<file path="config.mk">
export PLATFORM = sky130hd
export DESIGN_NAME = atom_seq_divider_flat
export DESIGN_NICKNAME = d
export VERILOG_FILES = /design/src/rtl/atom_seq_divider_pkg.sv /design/src/rtl/atom_seq_divider_if.sv /design/src/rtl/atom_div_step.sv /design/src/rtl/atom_seq_divider.sv /design/src/flat_wrapper.sv
export SDC_FILE = /design/constraint.sdc
export NUM_CORES = 1
export LEC_CHECK = 0
export CORE_UTILIZATION = 43
export CTS_BUF_LIST = sky130_fd_sc_hd__clkbuf_8
export CTS_CLUSTER_SIZE = 12
export DETAILED_ROUTE_END_ITERATION = 10
export GPL_ROUTABILITY_DRIVEN = 0
export PLACE_DENSITY = 0.69
export SLEW_MARGIN = 25
export SYNTH_ARGS = -nofsm -noshare
export SYNTH_HDL_FRONTEND = slang
export SYNTH_HIERARCHICAL = 1
export SYNTH_SLANG_ARGS = --single-unit
</file>
<file path="constraint.sdc">
create_clock -name clk_i -period 2.97 [get_ports clk_i]
set_input_delay 0.4455 -clock clk_i [delete_from_list [all_inputs] [get_ports clk_i]]
set_output_delay 0.4455 -clock clk_i [all_outputs]
set_load 0.005 [all_outputs]
</file>
<file path="src/rtl/atom_seq_divider_pkg.sv">
// Shared types and helpers for the Atom sequential divider.
// Opcode encodings, FSM states, the request payload and sign helpers.
package atom_seq_divider_pkg;

    localparam int unsigned XLEN  = 32;
    localparam int unsigned CNT_W = $clog2(XLEN) + 1;

    typedef enum logic [1:0] {
        DIV_OP_DIV  = 2'd0,
        DIV_OP_DIVU = 2'd1,
        DIV_OP_REM  = 2'd2,
        DIV_OP_REMU = 2'd3
    } div_op_e;

    typedef enum logic [1:0] {
        DIVST_IDLE = 2'd0,
        DIVST_CALC = 2'd1,
        DIVST_FIX  = 2'd2,
        DIVST_DONE = 2'd3
    } div_state_e;

    typedef struct packed {
        div_op_e           op;
        logic [XLEN-1:0]   a;
        logic [XLEN-1:0]   b;
    } div_req_t;

    function automatic logic op_is_signed(input div_op_e op);
        return (op == DIV_OP_DIV) || (op == DIV_OP_REM);
    endfunction

    function automatic logic op_is_rem(input div_op_e op);
        return (op == DIV_OP_REM) || (op == DIV_OP_REMU);
    endfunction

    // Two's-complement negate when n is set, modulo 2^XLEN.
    function automatic logic [XLEN-1:0] neg_if(input logic n, input logic [XLEN-1:0] x);
        return n ? (~x + XLEN'(1)) : x;
    endfunction

endpackage

</file>
<file path="src/rtl/atom_seq_divider_if.sv">
// Request/result handshake bundle between the execute stage and the divider.
interface atom_seq_divider_if;
    import atom_seq_divider_pkg::*;

    logic              req_valid;
    logic              req_ready;
    div_req_t          req;
    logic              kill;
    logic              res_valid;
    logic              res_ready;
    logic [XLEN-1:0]   result;
    logic              busy;

    modport master (
        output req_valid, req, kill, res_ready,
        input  req_ready, res_valid, result, busy
    );

    modport slave (
        input  req_valid, req, kill, res_ready,
        output req_ready, res_valid, result, busy
    );

endinterface

</file>
<file path="src/rtl/atom_div_step.sv">
// One radix-2 restoring division step: shift {rem,quo} left, trial-subtract the divisor.
module atom_div_step
    import atom_seq_divider_pkg::*;
(
    input  logic [XLEN-1:0] rem_i,
    input  logic [XLEN-1:0] quo_i,
    input  logic [XLEN-1:0] div_i,
    output logic [XLEN-1:0] rem_o,
    output logic [XLEN-1:0] quo_o
);

    logic [XLEN:0] shifted;
    logic [XLEN:0] trial;
    logic          borrow;

    // Shifted partial remainder needs XLEN+1 bits; the top bit of the difference is the borrow.
    assign shifted = {rem_i, quo_i[XLEN-1]};
    assign trial   = shifted - {1'b0, div_i};
    assign borrow  = trial[XLEN];
    assign rem_o   = borrow ? shifted[XLEN-1:0] : trial[XLEN-1:0];
    assign quo_o   = {quo_i[XLEN-2:0], ~borrow};

endmodule

</file>
<file path="src/rtl/atom_seq_divider.sv">
// Multi-cycle restoring divider for DIV/DIVU/REM/REMU with RISC-V corner-case results.
// One request at a time; result held until the consumer handshakes or the op is killed.
module atom_seq_divider
    import atom_seq_divider_pkg::*;
(
    input  logic                clk_i,
    input  logic                rst_i,
    atom_seq_divider_if.slave   bus
);

    localparam logic [XLEN-1:0] INT_MIN = {1'b1, {(XLEN-1){1'b0}}};

    div_state_e         state_q, state_d;
    logic [CNT_W-1:0]   cnt_q, cnt_d;
    logic [XLEN-1:0]    rem_q, rem_d;
    logic [XLEN-1:0]    quo_q, quo_d;
    logic [XLEN-1:0]    dvs_q, dvs_d;
    div_op_e            op_q, op_d;
    logic               neg_quo_q, neg_quo_d;
    logic               neg_rem_q, neg_rem_d;
    logic [XLEN-1:0]    result_q, result_d;
    logic               ready_q, busy_q, res_valid_q;

    logic [XLEN-1:0]    step_rem, step_quo;
    logic               req_signed;
    logic [XLEN-1:0]    a_mag, b_mag;

    atom_div_step u_step (
        .rem_i (rem_q),
        .quo_i (quo_q),
        .div_i (dvs_q),
        .rem_o (step_rem),
        .quo_o (step_quo)
    );

    assign req_signed = op_is_signed(bus.req.op);
    assign a_mag      = neg_if(req_signed & bus.req.a[XLEN-1], bus.req.a);
    assign b_mag      = neg_if(req_signed & bus.req.b[XLEN-1], bus.req.b);

    // Next-state and datapath update
    always_comb begin
        state_d   = state_q;
        cnt_d     = cnt_q;
        rem_d     = rem_q;
        quo_d     = quo_q;
        dvs_d     = dvs_q;
        op_d      = op_q;
        neg_quo_d = neg_quo_q;
        neg_rem_d = neg_rem_q;
        result_d  = result_q;

        unique case (state_q)
            DIVST_IDLE: begin
                if (bus.req_valid && !bus.kill) begin
                    op_d      = bus.req.op;
                    neg_quo_d = req_signed & (bus.req.a[XLEN-1] ^ bus.req.b[XLEN-1]);
                    neg_rem_d = req_signed & bus.req.a[XLEN-1];
                    if (bus.req.b == '0) begin
                        result_d = op_is_rem(bus.req.op) ? bus.req.a : '1;
                        state_d  = DIVST_DONE;
                    end else if (req_signed && bus.req.a == INT_MIN && bus.req.b == '1) begin
                        result_d = op_is_rem(bus.req.op) ? '0 : INT_MIN;
                        state_d  = DIVST_DONE;
                    end else begin
                        cnt_d   = CNT_W'(XLEN);
                        rem_d   = '0;
                        quo_d   = a_mag;
                        dvs_d   = b_mag;
                        state_d = DIVST_CALC;
                    end
                end
            end
            DIVST_CALC: begin
                if (bus.kill) begin
                    cnt_d   = '0;
                    state_d = DIVST_IDLE;
                end else begin
                    rem_d = step_rem;
                    quo_d = step_quo;
                    cnt_d = cnt_q - CNT_W'(1);
                    if (cnt_q == CNT_W'(1)) begin
                        state_d = DIVST_FIX;
                    end
                end
            end
            DIVST_FIX: begin
                if (bus.kill) begin
                    state_d = DIVST_IDLE;
                end else begin
                    result_d = op_is_rem(op_q) ? neg_if(neg_rem_q, rem_q)
                                               : neg_if(neg_quo_q, quo_q);
                    state_d  = DIVST_DONE;
                end
            end
            DIVST_DONE: begin
                if (bus.kill || bus.res_ready) begin
                    state_d = DIVST_IDLE;
                end
            end
            default: state_d = DIVST_IDLE;
        endcase
    end

    // State and registered handshake outputs, decoded from the next state
    always_ff @(posedge clk_i) begin
        if (rst_i) begin
            state_q     <= DIVST_IDLE;
            cnt_q       <= '0;
            rem_q       <= '0;
            quo_q       <= '0;
            dvs_q       <= '0;
            op_q        <= DIV_OP_DIV;
            neg_quo_q   <= 1'b0;
            neg_rem_q   <= 1'b0;
            result_q    <= '0;
            ready_q     <= 1'b1;
            busy_q      <= 1'b0;
            res_valid_q <= 1'b0;
        end else begin
            state_q     <= state_d;
            cnt_q       <= cnt_d;
            rem_q       <= rem_d;
            quo_q       <= quo_d;
            dvs_q       <= dvs_d;
            op_q        <= op_d;
            neg_quo_q   <= neg_quo_d;
            neg_rem_q   <= neg_rem_d;
            result_q    <= result_d;
            ready_q     <= (state_d == DIVST_IDLE);
            busy_q      <= (state_d != DIVST_IDLE);
            res_valid_q <= (state_d == DIVST_DONE);
        end
    end

    assign bus.req_ready = ready_q;
    assign bus.busy      = busy_q;
    assign bus.res_valid = res_valid_q;
    assign bus.result    = result_q;

endmodule

</file>
<file path="src/flat_wrapper.sv">
// flat-port wrapper written by rule: the top's interface ports become plain ports
module atom_seq_divider_flat import atom_seq_divider_pkg::*;
  (clk_i, rst_i, bus_req_valid, bus_req, bus_kill, bus_res_ready, bus_req_ready, bus_res_valid, bus_result, bus_busy);
  atom_seq_divider_if bus_i ();
  input  logic clk_i;
  input  logic rst_i;
  input wire logic [$bits(bus_i.req_valid)-1:0] bus_req_valid;
  input wire logic [$bits(bus_i.req)-1:0] bus_req;
  input wire logic [$bits(bus_i.kill)-1:0] bus_kill;
  input wire logic [$bits(bus_i.res_ready)-1:0] bus_res_ready;
  output wire logic [$bits(bus_i.req_ready)-1:0] bus_req_ready;
  output wire logic [$bits(bus_i.res_valid)-1:0] bus_res_valid;
  output wire logic [$bits(bus_i.result)-1:0] bus_result;
  output wire logic [$bits(bus_i.busy)-1:0] bus_busy;
  assign bus_i.req_valid = bus_req_valid;
  assign bus_i.req = bus_req;
  assign bus_i.kill = bus_kill;
  assign bus_i.res_ready = bus_res_ready;
  assign bus_req_ready = bus_i.req_ready;
  assign bus_res_valid = bus_i.res_valid;
  assign bus_result = bus_i.result;
  assign bus_busy = bus_i.busy;
  atom_seq_divider u_core (.clk_i(clk_i), .rst_i(rst_i), .bus(bus_i));
endmodule
</file>
==> metrics.md <==
| Metric | Value |
|---|---|
| Crit path top cell by count | o2111ai_2 |
| Post-synth ARST share | 0 |
| Vias in the first global route | 12500 |
| Lkg Pwr | 0.00596 uW |
| Failing checks | negative setup slack |
| Hold worst-path end | u_core/rem_q[10] |
| Vias per inst | around 6.2 |
| Multiplexer share of the synthesized area | 0.0307 |
| DR pass1 iterations | 6 |
| Peak VDD IR | 0.261 mV |
| R2R Setup Slk | -0.30 ns |
| Nets@finish | ~1900 |
| DR WL/cell | 19.3 um |
| Worst Path Buf+Inv | 3 |
| Via count | roughly 13000 |
| Cell area after synthesis | 12000 sq um |
| Post-Synth Adder-Cell Area | 0.0425 |
| R2R Path Start | u_core/quo_q[31] |
| Yosys top cell area share | 0.238 |
| Core footprint | ~27000 sq um |
| Total Neg Setup Slack | -7.54 ns |
| GRT Residual Overflow | 0 |
| Number of antenna diodes | 0 |
| CP Data Required Time | ~3.3 ns |
| Inserted Clock Buffers | 17 |
| Max FO, Critical Path | 7 |
| Min-delay src | rst_i |
| Pwr/cell area | between 300 and 400 nW/um^2 |
| DIE AREA | around 28000 sq um |
| Total routed wirelength | a little over 40000 um |
| Dominant cells by area after synthesis | dfxtp_1 (24%), xnor2_1 (6.7%), a21oi_1 (6.3%) |
| Slowest cell on the critical path | dfxtp_4 |
| Synth-to-Final Area Change | 30.0% |
| Synth Net Count | 1649 |
| Cells after Synth | ~1500 |
| Num ports | between 100 and 150 |
| Post-synth EDFFs | 0 |
| PnR worst setup slack | -0.304 ns |
| Worst slew margin | 0.383 |
| Crit path time final | about 3.3 ns |
| CTS tree | done |
| Synth Area in XOR/XNOR | 0.100 |
| Worst reg2reg path endpoint | u_core/rem_q[16] |
| Most common cell in the netlist | a21oi_1 |
| Die Wd | 169 um |
| CP Depth | 16 |
| Share of layout cells above drive strength 1 | 0.217 |
| Final Slew Violations | 0 |
| Drt drc | 0 |
| Main combinational cell family by area after synthesis | compound AO/OA/AOI/OAI gates |
| Final std cells w/o fill | roughly 2100 |
| Top cells by count, synth | a21oi_1 (151), dfxtp_1 (142), clkbuf_1 (105) |
| Unrepaired setup endpoints after global routing | yes |
| Final setup vio count | 34 |
| Worst slew pin tran | about 0.92 ns |
| Clk slew on worst S/H paths | ~0.08 ns |
| Final hold viol count | 0 |
| Register area | roughly 2900 sq um |
| Max Root-Sink Buffers | 2 |
| Crit end category | flop |
| Hold WC Path Type | in -> reg |
| H-tree depth | 4 |
| Synth Area per Inst | between 7 and 8 sq um |
| Critical Path AT | 3.58 ns |
| Cell accounting for the most synthesized area | dfxtp_1 |
| Kind of critical path | reg -> reg |
| Fill cell count | around 2400 |
| Dpl ws | -0.525 ns |
| Chip Height | approximately 170 um |
| Post-synth cell types | 85 |
| Fmax | between 0.3 and 0.4 GHz |
| Synth Area in Compound Gates | 0.326 |
| Post-route ant nets | 0 |
| Cells along the critical path | inv_4, ha_4, fa_2, and2b_1, o2111ai_2, a21oi_2, o2111ai_2, a211oi_2, nor2_2, mux2i_1, and2_4, inv_8, buf_6, mux2_4, nand4_1, a21oi_1 |
| Slowest stage delay, CP | between 0.3 and 0.4 ns |
| Critical path's top delay family | compound AO/OA/AOI/OAI gates |
| CTS root buf | clkbuf_8 |
| Reg2Reg Depth | 16 |
| Initial core utilization | 0.442 |
| Final Util | 0.574 |
| Post-Synth Simple-Gate Area | 0.172 |
| Pin count of the biggest net entering global routing | between 60 and 70 |
| Hold depth | 2 |
| Tot GR Track Use | 0.282 |
| Max Clock Skew | about 0.013 ns |
| First-pass GRT wire length | 64800 um |
| Worst setup SP type | flop |
| Antenna violations before repair | 0 |
| Worst skew pair latency | 0.46 ns |
| Initial DRC count | roughly 1400 |
| IO buf count | between 100 and 150 |
| YS warnings | 6 |
| Sequential-to-total area share from yosys stat | 0.238 |
| Placed Instances | 2095 |
| Top_reg_cell synth | dfxtp_1 |
| Clock sinks | 142 |
| Max Cap Violations | 0 |
| Number of synthesized register bits | between 100 and 150 |
| Num rows | 60 |
| DPL Wire Length | roughly 30000 um |
| Status | finished, violations left |
| Crit share post-route | 1.10 |
| Multi-input logic area | about 8300 sq um |
[state kept, by name, indices dropped and copies added (netlist names)]
name,count
u_core/bus.busy,1
u_core/quo_q,32
u_core/neg_rem_q,1
u_core/bus.res_valid,1
u_core/cnt_q,6
u_core/op_q,1
u_core/rem_q,32
u_core/bus.req_ready,1
u_core/neg_quo_q,1
u_core/dvs_q,32
u_core/state_q,2
u_core/bus.result,32
[stage by stage]
| stage | power (uW) | hold slack, ns | area, sq um |
|---|---|---|---|
| floorplan | 2930 | 0.450 | 12100 |
| global placement | 3470 | 0.446 | 14700 |
| detailed placement | 3490 | 0.454 | 14700 |
| CTS | 5280 | 0.373 | 15300 |
| global route | 5530 | 0.394 | 15600 |
| finish | 5320 | 0.403 | 15600 |
[final cells by class]
cell class / instances / share of cell area
multi-input cells: 1160 / 0.534
repair buffers: 367 / 0.206
flip-flops and latches: 142 / 0.183
well taps: 372 / 0.0299
inverters: 72 / 0.0180
clock buffers: 20 / 0.0177
clock inverters: 12 / 0.0108
[worst max path at each step]
stage / slack (ns) / to / from
6_report: -0.30 / u_core/rem_q[16] / u_core/quo_q[31]
5_1_grt: -0.41 / u_core/rem_q[18] / u_core/quo_q[31]
4_1_cts: -0.23 / u_core/rem_q[23] / u_core/quo_q[31]
3_5_place_dp: -0.53 / u_core/bus.result[19] / bus_req[6]
3_3_place_gp: -0.54 / u_core/bus.result[19] / bus_req[6]
2_1_floorplan: -0.01 / u_core/rem_q[13] / u_core/quo_q[31]
[power by group]
part	total [uW]	leakage (uW)	switching (uW)	internal [uW]
Sequential	2040	0.00116	71.1	1970
Combinational	1500	0.00457	808	688
Clock	1780	0.000231	806	975
[per-layer routing]
metal  vias up  global-route usage  part of all wire
met5         -                   0                 0
met4         0               0.103             0.032
met3       110              0.0454             0.086
met2       740               0.469              0.46
met1      6284               0.367              0.42
li1       6254                   -                 -
[cell families after synthesis]
| family | after synthesis |
|---|---|
| compound gates | 574 |
| simple gates | 381 |
| buf+inv | 237 |
| flops | 142 |
| xor+xnor | 137 |
| fa+ha+maj | 40 |
| mux | 27 |
[layout by cell type, fill, tap and decap left out, drive strengths merged, types with 19 or more instances in the layout]
cell type	count
o31ai	29
a21o	19
nand4	50
or3	27
a211oi	41
a31oi	22
o211ai	70
xor2	45
nand2	67
nand3	29
or4	29
ha	39
mux2	21
clkbuf	22
nor3	24
buf	261
a21oi	152
o41ai	28
dfxtp	142
xnor2	92
o21ai	87
nor2	80
clkdlybuf4s50	103
inv	73
[repair_timing]
| action | 4_1_cts | 5_1_grt |
|---|---|---|
| setup buffers | 7 | 7 |
| pin swaps | 24 | 12 |
| hold buffers | 0 | 0 |
| resized for setup | 26 | 29 |
| setup endpoints to repair | 35 | 105 |
| cloned | 0 | 4 |
Note: power is estimated with default switching activity, not from simulation.
